File: config.mk
export PLATFORM = sky130hd
export DESIGN_NAME = pwm_cmd_ctrl
export DESIGN_NICKNAME = d
export VERILOG_FILES = /design/src/rtl/pwm_cmd_ctrl.sv
export SDC_FILE = /design/constraint.sdc
export NUM_CORES = 1
export LEC_CHECK = 0
export BUFFER_PORTS_ARGS = -buffer_cell sky130_fd_sc_hd__buf_2
export CAP_MARGIN = 20
export CELL_PAD_IN_SITES_DETAIL_PLACEMENT = 0
export CELL_PAD_IN_SITES_GLOBAL_PLACEMENT = 1
export CORE_MARGIN = 4
export CORE_UTILIZATION = 51
export CTS_BUF_LIST = sky130_fd_sc_hd__clkbuf_4 sky130_fd_sc_hd__clkbuf_8 sky130_fd_sc_hd__clkbuf_16
export DETAILED_ROUTE_END_ITERATION = 16
export PLACE_DENSITY = 0.84
export SLEW_MARGIN = 15
export SYNTH_ARGS = -nofsm -noshare
export SYNTH_HDL_FRONTEND = slang
export SYNTH_SLANG_ARGS = --single-unit
File: constraint.sdc
create_clock -name clk -period 3.5 [get_ports clk]
set_input_delay 0.525 -clock clk [delete_from_list [all_inputs] [get_ports clk]]
set_output_delay 0.525 -clock clk [all_outputs]
set_load 0.05 [all_outputs]
File: src/rtl/pwm_cmd_ctrl.sv
`default_nettype none
// ============================================================================
// Module      : pwm_cmd_ctrl
// Description : N-channel PWM LED controller driven by a byte command stream.
//               Duty updates are double-buffered and applied at period wrap;
//               channel state is reported back through a one-byte handshake.
// Revision    : 1.0 - initial release
// ============================================================================
module pwm_cmd_ctrl #(
    parameter int CHANNELS   = 3,
    parameter int DUTY_W     = 7,
    parameter int PRESCALE   = 8,
    parameter bit ACTIVE_LOW = 1'b1,
    parameter int RESET_DUTY = 0
) (
    input  logic                clk,
    input  logic                reset,
    input  logic [7:0]          rx_data,
    input  logic                rx_valid,
    input  logic                query,
    output logic [7:0]          tx_data,
    output logic                tx_send,
    input  logic                tx_busy,
    output logic [CHANNELS-1:0] pwm_out,
    output logic [2:0]          sel_ch,
    output logic                mode
);

    localparam int                  c_PS_W     = (PRESCALE > 1) ? $clog2(PRESCALE) : 1;
    localparam logic [c_PS_W-1:0]   c_PS_MAX   = c_PS_W'(PRESCALE - 1);
    localparam logic [DUTY_W-1:0]   c_PER_MAX  = '1;
    localparam logic [DUTY_W-1:0]   c_RST_DUTY = DUTY_W'(RESET_DUTY);
    localparam logic [CHANNELS-1:0] c_PWM_OFF  = {CHANNELS{ACTIVE_LOW}};
    localparam logic [7:0]          c_CMD_MODE  = 8'h3D;
    localparam logic [7:0]          c_CMD_QUERY = 8'h3F;

    localparam logic [1:0] c_ST_IDLE = 2'd0;
    localparam logic [1:0] c_ST_SEND = 2'd1;
    localparam logic [1:0] c_ST_WAIT = 2'd2;

    logic [c_PS_W-1:0]   r_presc;
    logic [DUTY_W-1:0]   r_period;
    logic [DUTY_W-1:0]   r_pending [CHANNELS];
    logic [DUTY_W-1:0]   r_active  [CHANNELS];
    logic [CHANNELS-1:0] r_pwm;
    logic [2:0]          r_sel;
    logic                r_mode;
    logic                r_query_q;
    logic                r_req;
    logic [1:0]          r_state;
    logic [7:0]          r_tx_data;
    logic                r_tx_send;

    logic                w_tick;
    logic                w_wrap;
    logic                w_is_mode;
    logic                w_is_query;
    logic                w_is_sel;
    logic                w_is_duty;
    logic                w_qedge;
    logic                w_launch;
    logic [CHANNELS-1:0] w_raw;
    logic [DUTY_W-1:0]   w_sel_duty;
    logic [6:0]          w_duty7;

    assign w_tick     = (r_presc == c_PS_MAX);
    assign w_wrap     = w_tick && (r_period == c_PER_MAX);
    assign w_is_mode  = rx_valid && (rx_data == c_CMD_MODE);
    assign w_is_query = rx_valid && (rx_data == c_CMD_QUERY);
    // A select byte is '0'..'7' restricted to channels that exist
    assign w_is_sel   = rx_valid && r_mode && (rx_data[7:3] == 5'b00110)
                        && ({1'b0, rx_data[2:0]} < 4'(CHANNELS));
    assign w_is_duty  = rx_valid && !r_mode && !w_is_mode && !w_is_query;
    assign w_qedge    = query & ~r_query_q;
    assign w_launch   = (r_state == c_ST_IDLE) && r_req && !tx_busy;

    // Prescaler: free-running divider producing a one-cycle tick
    always_ff @(posedge clk) begin
        if (reset)       r_presc <= '0;
        else if (w_tick) r_presc <= '0;
        else             r_presc <= r_presc + 1'b1;
    end

    // Period counter: advances on tick, wraps naturally at all-ones
    always_ff @(posedge clk) begin
        if (reset)       r_period <= '0;
        else if (w_tick) r_period <= r_period + 1'b1;
    end

    // Mode toggle and channel selection
    always_ff @(posedge clk) begin
        if (reset) begin
            r_mode <= 1'b1;
            r_sel  <= 3'd0;
        end else begin
            if (w_is_mode) r_mode <= ~r_mode;
            if (w_is_sel)  r_sel  <= rx_data[2:0];
        end
    end

    // Duty buffers: commands hit pending; active copies pending only at wrap,
    // so a write on the wrap cycle lands one full period later
    always_ff @(posedge clk) begin
        if (reset) begin
            for (int i = 0; i < CHANNELS; i++) begin
                r_pending[i] <= c_RST_DUTY;
                r_active[i]  <= c_RST_DUTY;
            end
        end else begin
            for (int i = 0; i < CHANNELS; i++) begin
                if (w_wrap)
                    r_active[i] <= r_pending[i];
                if (w_is_duty && (r_sel == 3'(i)))
                    r_pending[i] <= rx_data[DUTY_W-1:0];
            end
        end
    end

    generate
        for (genvar gi = 0; gi < CHANNELS; gi++) begin : g_raw
            assign w_raw[gi] = (r_period < r_active[gi]);
        end
    endgenerate

    // Registered PWM outputs with polarity applied
    always_ff @(posedge clk) begin
        if (reset) r_pwm <= c_PWM_OFF;
        else       r_pwm <= w_raw ^ c_PWM_OFF;
    end

    // Pending duty of the selected channel for readback
    always_comb begin
        w_sel_duty = r_pending[0];
        for (int i = 0; i < CHANNELS; i++) begin
            if (r_sel == 3'(i)) w_sel_duty = r_pending[i];
        end
    end

    generate
        if (DUTY_W >= 7) begin : g_duty_trunc
            assign w_duty7 = w_sel_duty[6:0];
        end else begin : g_duty_pad
            assign w_duty7 = {{(7 - DUTY_W){1'b0}}, w_sel_duty};
        end
    endgenerate

    // Readback request flag: edges and '?' bytes merge into one pending request;
    // a new request in the launch cycle keeps the flag set so it is not lost
    always_ff @(posedge clk) begin
        if (reset) begin
            r_query_q <= 1'b0;
            r_req     <= 1'b0;
        end else begin
            r_query_q <= query;
            if (w_qedge || w_is_query) r_req <= 1'b1;
            else if (w_launch)         r_req <= 1'b0;
        end
    end

    // Transmit handshake: one byte in flight, held until the transmitter is busy
    always_ff @(posedge clk) begin
        if (reset) begin
            r_state   <= c_ST_IDLE;
            r_tx_send <= 1'b0;
            r_tx_data <= 8'd0;
        end else begin
            case (r_state)
                c_ST_IDLE: begin
                    if (w_launch) begin
                        r_tx_data <= {r_mode, w_duty7};
                        r_tx_send <= 1'b1;
                        r_state   <= c_ST_SEND;
                    end
                end
                c_ST_SEND: begin
                    if (tx_busy) begin
                        r_tx_send <= 1'b0;
                        r_state   <= c_ST_WAIT;
                    end
                end
                c_ST_WAIT: begin
                    if (!tx_busy) r_state <= c_ST_IDLE;
                end
                default: begin
                    r_tx_send <= 1'b0;
                    r_state   <= c_ST_IDLE;
                end
            endcase
        end
    end

    assign tx_data = r_tx_data;
    assign tx_send = r_tx_send;
    assign pwm_out = r_pwm;
    assign sel_ch  = r_sel;
    assign mode    = r_mode;

endmodule
`default_nettype wire

# Word-level counts from Yosys, hierarchy flattened
# Memory sizes are Yosys's and may differ from the RTL's.
# Index checks and enable logic that the tools add are counted.
# Widths: inputs -> output; s select.
# totals
regBits,30
mem_bits_rw,42
in_bits,13
output_inout_bits,16
word_cells,98
mem_count,2
# memory_table
memory,words,width,read_ports,rd_clocked_by_memory_dff,write_ports,line,rtl
r_active,3,7,3,0,3,44,logic [DUTY_W-1:0] r_active [CHANNELS];
r_pending,3,7,3,0,3,43,logic [DUTY_W-1:0] r_pending [CHANNELS];
# classes
n_addsub,2
n_lt_le_gt_ge,4
eq_ne,12
n_mux,31
n_bitwise,11
reduce_logical,26
# ops
cell,n
$mux 7,8
$lt 7x7->1,3
$mux 1,18
$eq 8x6->1 const B,2
$logic_and 1x1->1,14
$add 7x1->7 const B,1
$eq 7x7->1 const B,1
$mux 2,3
$ne 2x2->1 const B,3
$or 1x1->1,6
$pmux 2 s3,1
$reduce_and 3->1,2
$eq 5x3->1 const B,1
$logic_not 1->1,4
$add 3x1->3 const B,1
$eq 3x1->1 const B,1
$eq 3x2->1 const B,1
$eq 3x3->1 const B,1
$logic_not 3->1,1
$lt 3x2->1 const B,1
$not 1->1,3
$not 3->3,1
$pmux 1 s3,1
$eq 2x1->1 const B,1
other kinds (7),7

# Depth between registers and ports, before layout
# Gate-level depths: netlist of the first run.
# logic_depth
ltp_word,10
mapped_depth,7
ltp_nobuf,6

# Worst setup path after synthesis of the first run
# OpenSTA, ideal clock, no wires.
# synth_timing
path_type,reg2reg
start,reg r_presc[0]
end,"mem r_active[0][0], enable pin"
setup_time_ps,377
t_arrival_ps,1526
required_time_ps,3123
setup_slack_ps,1597
stages_incl_launch_ff,7
path_buffers,1
period_less_slack_ps,1903
cell_sequence,dfxtp_1 > ha_1 > ha_1 > buf_4 > nand3_1 > nor2_1 > a21o_1
# synth_lines
item,line,rtl
"start, declared",41,logic [c_PS_W-1:0] r_presc;
"start signal, assigned",81,else r_presc <= r_presc + 1'b1;
"end, declared",44,

==> summary.txt, run 1 <==
Outcome
  • Status: finished clean

Timing
  • Fmax: 0.457 GHz
  • Final Worst Setup Slack: 1.31 ns
  • Min Tclk post-route: 2.19 ns
  • Fin. Hold Viols: 0
  • Final setup viols: 0
  • Setup TNS: 0 ns
  • Layout Skew: 0.00899 ns
  • Unrepaired setup endpoints after global routing: no
  • Slew HR: 44.6%
  • Fin. max-slew vios: 0
  • Final period util: 62.6%
  • Worst-margin pin slew: 0.827 ns

Detailed routing
  • Drt pass-1 iters: 6
  • Wl on met1: 2.52 mm
  • WL/cell: 14.1 µm
  • Routed WL: 5.50 mm
  • Top sig layer: met4
  • Met3 wire length: 188 µm
  • DRC Markers: 0
  • Via/cell ratio: 5.23
  • Routed length on met2: 2.71 mm
  • DR vias: 2033
  • Antenna-violating nets left: 0
  • Initial drt markers: 89

Pwr
  • Leakage: 1.52 nW
  • Cell Pwr Density: 456 nW/µm²
  • Max IR drop VDD: 0.000277 V

GRT
  • Antenna violations before repair: 0
  • Total GRT Usage: 15.9%
  • Vias in the first global route: 2006
  • Largest net degree at the start of global routing: 39
  • First-pass GRT wire length: 9.27 mm
  • Grt ovf: 0

Clocking
  • CTS Buf Count: 9
  • CTS H-tree lvls: 3
  • Post-CTS Setup Bufs: 0
  • Reg clk slew, reported paths: 0.08 ns
  • PostCTS Resize Cnt: 0
  • Post-cts hold buffer count: 0
  • Clk_lat worst skew: 0.34 ns
  • Clock Path Buffers: 2
  • Clock sink total: 72
  • Clock Tree Root: clkbuf_8
  • CTS tree: done

Critical path
  • Worst Path Arrival: 2.16 ns
  • Critical Path RT: 3.47 ns
  • Crit. End Element: register
  • Worst-path maximum fanout: 21
  • Setup CP Type: register to register
  • Worst Reg-to-Reg Cells: 5
  • Crit start category: register

Layout
  • Final Instance Count excl. Fillers: 389
  • Most frequent cells in the layout: edfxtp_1 (42), dfxtp_1 (30), buf_2 (28)
  • Commonest non-fill, non-tap cell in the layout: edfxtp_1
  • # diodes: 0
  • Area delta synth->final: 11.0%
  • Final instance area: 3680 µm²
  • Fraction of layout instances using a drive strength above 1: 19.9%
  • Post-layout net count: 341

Synthesis
  • Post-Syn Instances: 279
  • Mapped Avg Cell Area: 11.9 µm²
  • Seq/Total Area, Yosys: 56.2%
  • Synth warn: 0
  • Netlist cell types: 44
  • Async S/R FF share, synth: 0%
  • Top FF cell, synth: edfxtp_1
  • Syn_nets: 313
  • Flop and latch count out of synthesis: 72
  • Cell area after synthesis: 3310 µm²
  • Post-synth EDFFs: 42

Placed design
  • Dpl cells: 373
  • Pre-CTS setup slack: 1.28 ns
  • IO buf count: 28
  • Routability cong.: 0.734
  • DPL Wire Length: 4.14 mm
  • Area of placed instances: 3490 µm²

Floorplan
  • Io pins: 29
  • Die H: 88.6 µm
  • Starting utilization of the core area: 52.5%
  • Die Wd: 88.6 µm
  • Die area: 7850 µm²
  • Num rows: 29
  • Core area: 6310 µm²

Hold path
  • Hold Crit Class: input pin to register
  • WHS Path Cells: 3

Flow run
  • Max_cap viols: 0
[Yosys cell counts (4+ instances only)]
| cell type | count | share of area, % |
|---|---|---|
| nor2_1 | 22 | 2.5 |
| nand2_1 | 11 | 1.2 |
| a211oi_2 | 7 | 2.6 |
| buf_2 | 4 | 0.60 |
| and3_1 | 6 | 1.1 |
| a21oi_1 | 8 | 1.2 |
| o21ai_0 | 6 | 0.91 |
| o21a_1 | 7 | 1.6 |
| a22oi_1 | 7 | 1.6 |
| nor3b_1 | 4 | 0.91 |
| nand2b_1 | 8 | 1.5 |
| mux2i_1 | 4 | 1.2 |
| inv_1 | 19 | 2.2 |
| and2_1 | 22 | 4.2 |
| edfxtp_1 | 42 | 38 |
| ha_1 | 21 | 7.9 |
| xnor2_1 | 4 | 1.1 |
| dfxtp_1 | 30 | 18 |
[layer usage]
metal / track usage [%] / vias up
li1: - / 1056
met1: 19.6 / 931
met2: 26.7 / 37
met3: 3.91 / 9
met4: 7.01 / 0
met5: 0 / -
[metrics by stage]
stage	hold WS [ns]	util, %	total power (W)
after floorplan	0.404	-	0.00104
after global placement	0.415	55.2	0.00107
after detailed placement	0.435	55.2	0.00108
after CTS	0.383	58.2	0.00169
after global routing	0.381	58.2	0.00175
final	0.388	58.2	0.00168
[where the power goes]
group / internal, W / switching [W]
logic: 0.0000385 / 0.0000777
clock network: 0.000313 / 0.000312
registers: 0.000923 / 0.0000137
[cells by family (layout without fill, tap and decap cells)]
kind of cell | after synthesis | after routing | synth area share [%]
AOI/OAI and AO/OA | 53 | 53 | 12.5
xor gates and xnor gates | 7 | 7 | 1.85
adders and majority gates | 21 | 21 | 7.93
buffers and inverters | 31 | 64 | 4.31
DFF | 72 | 72 | 56.2
muxes | 4 | 4 | 1.21
and+or+nand+nor | 91 | 91 | 16.0
[flip-flops by register name (all words and copies together) (netlist names)]
signal and count:
r_req 1, r_state 2, tx_data 8, pwm_out 3, tx_send 1, mode 1
r_active 21, sel_ch 3, r_presc 3, r_period 7, r_pending 21, r_query_q 1
[cell type report]
type                            instances  area, µm²
Fill cell                             565       2640
Sequential cell                        72       1860
Multi-Input combinational cell        176       1310
Clock buffer                           11        156
Timing Repair Buffer                   29        148
Tap cell                               77       96.3
Inverter                               19       71.3
Clock inverter                          5       33.8
[critical path, stage by stage, from the launching register on]
cell     delay [ns]
dfxtp_1        0.35
ha_1           0.15
ha_1           0.34
nand3_1        0.16
nor2_1         0.19
a21o_1         0.63
[final timing paths]
| path | startpoint | to | slack, ns |
|---|---|---|---|
| max reg2reg | r_presc[0] | r_active[0][2] | 1.31 |
| min reg2reg | r_presc[0] | r_presc[0] | 0.45 |
| max | r_presc[0] | r_active[0][2] | 1.31 |
| min | query | r_query_q | 0.39 |
(Power assumes the default switching activity.)
==> run 2: changes to the inputs <==
--- a/config.mk
+++ b/config.mk
@@ -10,10 +10,10 @@
 export CELL_PAD_IN_SITES_DETAIL_PLACEMENT = 0
 export CELL_PAD_IN_SITES_GLOBAL_PLACEMENT = 1
 export CORE_MARGIN = 4
-export CORE_UTILIZATION = 51
+export CORE_UTILIZATION = 48
 export CTS_BUF_LIST = sky130_fd_sc_hd__clkbuf_4 sky130_fd_sc_hd__clkbuf_8 sky130_fd_sc_hd__clkbuf_16
 export DETAILED_ROUTE_END_ITERATION = 16
-export PLACE_DENSITY = 0.84
+export PLACE_DENSITY = 0.8
 export SLEW_MARGIN = 15
 export SYNTH_ARGS = -nofsm -noshare
 export SYNTH_HDL_FRONTEND = slang
==> constraint.sdc (replaced) <==
create_clock -name clk -period 2.3 [get_ports clk]
set_input_delay 0.345 -clock clk [delete_from_list [all_inputs] [get_ports clk]]
set_output_delay 0.345 -clock clk [all_outputs]
set_load 0.05 [all_outputs]
==> summary.txt, run 2 (synthesis gave the netlist of run 1 again) <==
Hold path
  • Hold Crit Class: input pin to register
  • Worst hold start: query
  • WHS Path Cells: 3

Detailed routing
  • Antenna-violating nets left: 0
  • DRC Markers: 0
  • Routed WL: 5.69 mm
  • WL/cell: 14.3 µm
  • Via/cell ratio: 5.13
  • Initial drt markers: 92
  • DR vias: 2036
  • Drt pass-1 iters: 4

Critical path
  • Crit start category: register
  • Most used cell, CP: ha_1
  • Crit. End Element: register
  • Critical path launch point: r_presc[0]
  • Critical Path RT: 2.33 ns
  • Top delay family on crit path: adder cells
  • Crit path cell chain: ha_1, ha_1, nand3_1, nor2_1, a21o_1, buf_4
  • Worst-path maximum fanout: 21
  • Largest stage delay, worst path: 0.35 ns
  • Critical path depth: 6
  • Setup CP Type: register to register
  • Reg2reg start: r_presc[0]
  • Worst path bufs/invs: 1
  • Worst Path Arrival: 1.95 ns
  • Critical path's slowest cell: ha_1
  • Worst Reg-to-Reg Cells: 6

Layout
  • Area delta synth->final: 12.6%
  • # diodes: 0
  • Most frequent cells in the layout: edfxtp_1 (42), dfxtp_1 (30), buf_2 (28)
  • Storage cell area: 1860 µm²
  • Final Util: 55.2%
  • Footprint of the multi-input gates: 1310 µm²
  • Commonest non-fill, non-tap cell in the layout: edfxtp_1
  • Fill cells: 584
  • Fraction of layout instances using a drive strength above 1: 21.1%
  • Post-layout net count: 346

Clocking
  • PostCTS Resize Cnt: 0
  • Clock Path Buffers: 2
  • Post-cts hold buffer count: 0
  • Clock Tree Root: clkbuf_8
  • Clock sink total: 72
  • Clk_lat worst skew: 0.35 ns
  • Reg clk slew, reported paths: 0.09 ns
  • CTS tree: done
  • CTS H-tree lvls: 3
  • CTS Buf Count: 9
  • Post-CTS Setup Bufs: 0

Timing
  • Fmax: 0.520 GHz
  • Setup TNS: 0 ns
  • Worst-margin pin slew: 0.549 ns
  • Final Worst Setup Slack: 0.378 ns
  • Fin. max-slew vios: 0
  • Min Tclk post-route: 1.92 ns
  • Unrepaired setup endpoints after global routing: no
  • Fin. Hold Viols: 0
  • Final setup viols: 0
  • Layout Skew: 0.0111 ns
  • Slew HR: 63.1%
  • Final period util: 83.6%
  • Worst hold slack: 0.204 ns

Placed design
  • DPL Wire Length: 4.09 mm
  • Routability cong.: 0.764
  • IO buf count: 28
  • Pre-CTS setup slack: 0.386 ns

Pwr
  • Combinational power share: 6.9%
  • Power share of the sequential group: 54.4%
  • Switching power: 0.000670 W
  • PnR Total Power: 0.00262 W
  • Clock Power Share: 38.7%
  • Leakage: 1.55 nW
  • Cell Pwr Density: 701 nW/µm²
  • Max IR drop VDD: 0.000341 V
  • Sw frac: 25.6%
  • Internal: 0.00195 W

Floorplan
  • Io pins: 29
  • Die area: 8300 µm²
  • Starting utilization of the core area: 49.0%
  • Core area: 6760 µm²
  • Die H: 91.1 µm
  • Die Wd: 91.1 µm
  • Num rows: 30

GRT
  • Vias in the first global route: 2025
  • Largest net degree at the start of global routing: 22
  • Antenna violations before repair: 0
  • GRT met3 Usage: 4.81%
  • Grt ovf: 0
  • Met1 GRT Util: 18.2%
  • GR peak layer: met2
  • GR Util met2: 25.0%
  • Total GRT Usage: 14.9%
  • First-pass GRT wire length: 9.61 mm

Flow run
  • Max_cap viols: 0

Outcome
  • Status: finished clean
run 2: changes by cell type in the layout (fill, tap and decap cells not counted), sizes merged:
cell	before	now
clkinv	0	2
inv	24	23
clkbuf	11	10
buf	29	34
run 2: area by class of cell:
class                      instances  share of cell area (%)
clock buffer                      10                    3.99
timing repair buffer              34                    4.96
multi-input combinational        176                    35.1
inverter                          19                    1.91
clock inverter                     6                    1.48
tap                               80                    2.68
sequential                        72                    49.9
run 2: final timing paths:
check                           slack (ns)         endpoint
worst max-delay path                  0.38  r_active[0][12]
worst min-delay path                  0.20        r_query_q
worst max register to register        0.38  r_active[0][12]
worst min register to register        0.43       r_presc[0]
run 2: per-stage QoR:
step | area, µm² | std cells
floorplan | 3310 | 279
global placement | 3530 | 381
detailed placement | 3530 | 381
CTS | 3730 | 397
global route | 3730 | 397
finish | 3730 | 397
run 2: per-layer routing:
metal | routed length [µm] | share of wire [%] | vias to the layer above
li1 | - | - | 1063
met1 | 2580 | 45 | 928
met2 | 2780 | 49 | 35
met3 | 228 | 4.0 | 10
met4 | 93 | 1.6 | 0
met5 | 0 | 0 | -
run 2: tightest hold or removal path: cells and delay by family:
| kind | cells | cell delay (ns) |
|---|---|---|
| buf+inv | 2 | 0.11 |
| simple gates | 1 | 0.07 |
run 2: power groups by stage:
stage,logic (W),clock network (W),registers [W]
3_5_place_dp,0.000183,0,0.00145
5_1_grt,0.000202,0.00109,0.00143
4_1_cts,0.000184,0.00104,0.00142
6_report,0.000181,0.00101,0.00142
2_1_floorplan,0.0000910,0,0.00149
3_3_place_gp,0.000182,0,0.00145
==> run 3: changes to the inputs <==
==> constraint.sdc (replaced) <==
create_clock -name clk -period 1.8 [get_ports clk]
set_input_delay 0.27 -clock clk [delete_from_list [all_inputs] [get_ports clk]]
set_output_delay 0.27 -clock clk [all_outputs]
set_load 0.05 [all_outputs]
==> summary.txt, run 3 (synthesis gave the netlist of run 1 again) <==
Layout
  • Area delta synth->final: 15.6%
  • Fill cells: 601
  • # diodes: 0
  • Final instance area: 3830 µm²
  • Commonest non-fill, non-tap cell in the layout: edfxtp_1
  • Storage cell area: 1860 µm²
  • Most frequent cells in the layout: edfxtp_1 (42), dfxtp_1 (29), buf_2 (28)
  • Final Instance Count excl. Fillers: 404
  • Post-layout net count: 353
  • Fraction of layout instances using a drive strength above 1: 23.5%
  • Footprint of the multi-input gates: 1310 µm²

Placed design
  • Routability cong.: 0.758
  • IO buf count: 28
  • Area of placed instances: 3590 µm²
  • DPL Wire Length: 4.33 mm
  • Dpl cells: 388

Floorplan
  • Starting utilization of the core area: 49.0%
  • Io pins: 29
  • Die Wd: 91.1 µm
  • Die area: 8300 µm²
  • Die H: 91.1 µm
  • Num rows: 30
  • Core area: 6760 µm²

Timing
  • Unrepaired setup endpoints after global routing: no
  • Fmax: 0.627 GHz
  • Worst-margin pin slew: 0.339 ns
  • Setup TNS: 0 ns
  • Final period util: 88.6%
  • Final setup viols: 0
  • Fin. max-slew vios: 0
  • Fin. Hold Viols: 0
  • Min Tclk post-route: 1.59 ns
  • Layout Skew: 0.00962 ns
  • Slew HR: 77.4%

Detailed routing
  • Initial drt markers: 58
  • WL/cell: 14.0 µm
  • Routed WL: 5.64 mm
  • DRC Markers: 0
  • Drt pass-1 iters: 4
  • Antenna-violating nets left: 0
  • DR vias: 2057
  • Via/cell ratio: 5.09

GRT
  • Total GRT Usage: 15.2%
  • Vias in the first global route: 2073
  • Antenna violations before repair: 0
  • Grt ovf: 0
  • Largest net degree at the start of global routing: 22
  • First-pass GRT wire length: 9.80 mm

Clocking
  • Post-cts hold buffer count: 0
  • CTS H-tree lvls: 3
  • CTS Buf Count: 9
  • Clock sink total: 72
  • Clock Path Buffers: 2
  • Clock Tree Root: clkbuf_8
  • PostCTS Resize Cnt: 0
  • Post-CTS Setup Bufs: 0
  • CTS tree: done
  • Clk_lat worst skew: 0.34 ns
  • Reg clk slew, reported paths: 0.07 ns

Outcome
  • Status: finished clean

Flow run
  • Max_cap viols: 0

Pwr
  • Combinational power share: 6.9%
  • Max IR drop VDD: 0.000425 V
  • Switching power: 0.000746 W
  • Cell Pwr Density: 896 nW/µm²
  • Internal: 0.00268 W
  • Power share of the sequential group: 53.1%
  • Leakage: 1.60 nW
  • Sw frac: 21.7%
  • Clock Power Share: 40.0%

Critical path
  • Critical Path RT: 1.85 ns
  • Worst Path Arrival: 1.64 ns
  • Crit start category: register
  • Flop-to-flop setup slack: 0.21 ns
  • Setup CP Type: register to register
  • Crit. End Element: register
  • Worst-path maximum fanout: 21

Hold path
  • Hold Crit Class: input pin to register
## run 3: power groups by stage
| stage | Sequential [W] | Clock [W] | Combinational, W |
|---|---|---|---|
| floorplan | 0.00191 | 0 | 0.000117 |
| global placement | 0.00186 | 0 | 0.000239 |
| detailed placement | 0.00186 | 0 | 0.000241 |
| CTS | 0.00182 | 0.00141 | 0.000241 |
| global route | 0.00183 | 0.00149 | 0.000263 |
| finish | 0.00182 | 0.00137 | 0.000237 |
## run 3: critical path: stages (launching register included)
cell and delay (ns):
dfxtp_1 0.34, ha_1 0.15, ha_1 0.16, nand3_1 0.11, nor2_1 0.19, a21o_2 0.18, buf_12 0.16
## run 3: cell type report
cell class              count  share of cell area (%)
repair buffers             41                    6.54
inverters                  19                    1.86
clock inverters             2                   0.359
clock buffers              14                    5.75
multi-input cells         176                    34.2
well taps                  80                    2.61
flip-flops and latches     72                    48.7
## run 3: path summary, 6_finish.rpt
check        cells after the start               to       start
max                              6  r_active[0][17]  r_presc[0]
min                              3        r_query_q       query
max reg2reg                      6  r_active[0][17]  r_presc[0]
min reg2reg                      1       r_presc[0]  r_presc[0]
## run 3: metal layers
metal,track usage [%],part of all wire (%)
met1,17.6,44
met3,3.31,3.2
met4,7.54,2.4
met5,0,0
met2,26.5,50
## run 3: through the flow
stage          worst slack, ns  util, %  hold slack (ns)  power (W)
2_1_floorplan           0.0855        -            0.347    0.00202
3_3_place_gp             0.201     53.2            0.412    0.00210
3_5_place_dp             0.180     53.2            0.432    0.00210
4_1_cts                  0.176     56.7            0.129    0.00347
5_1_grt                 0.0516     56.7            0.160    0.00359
6_report                 0.205     56.7            0.138    0.00343
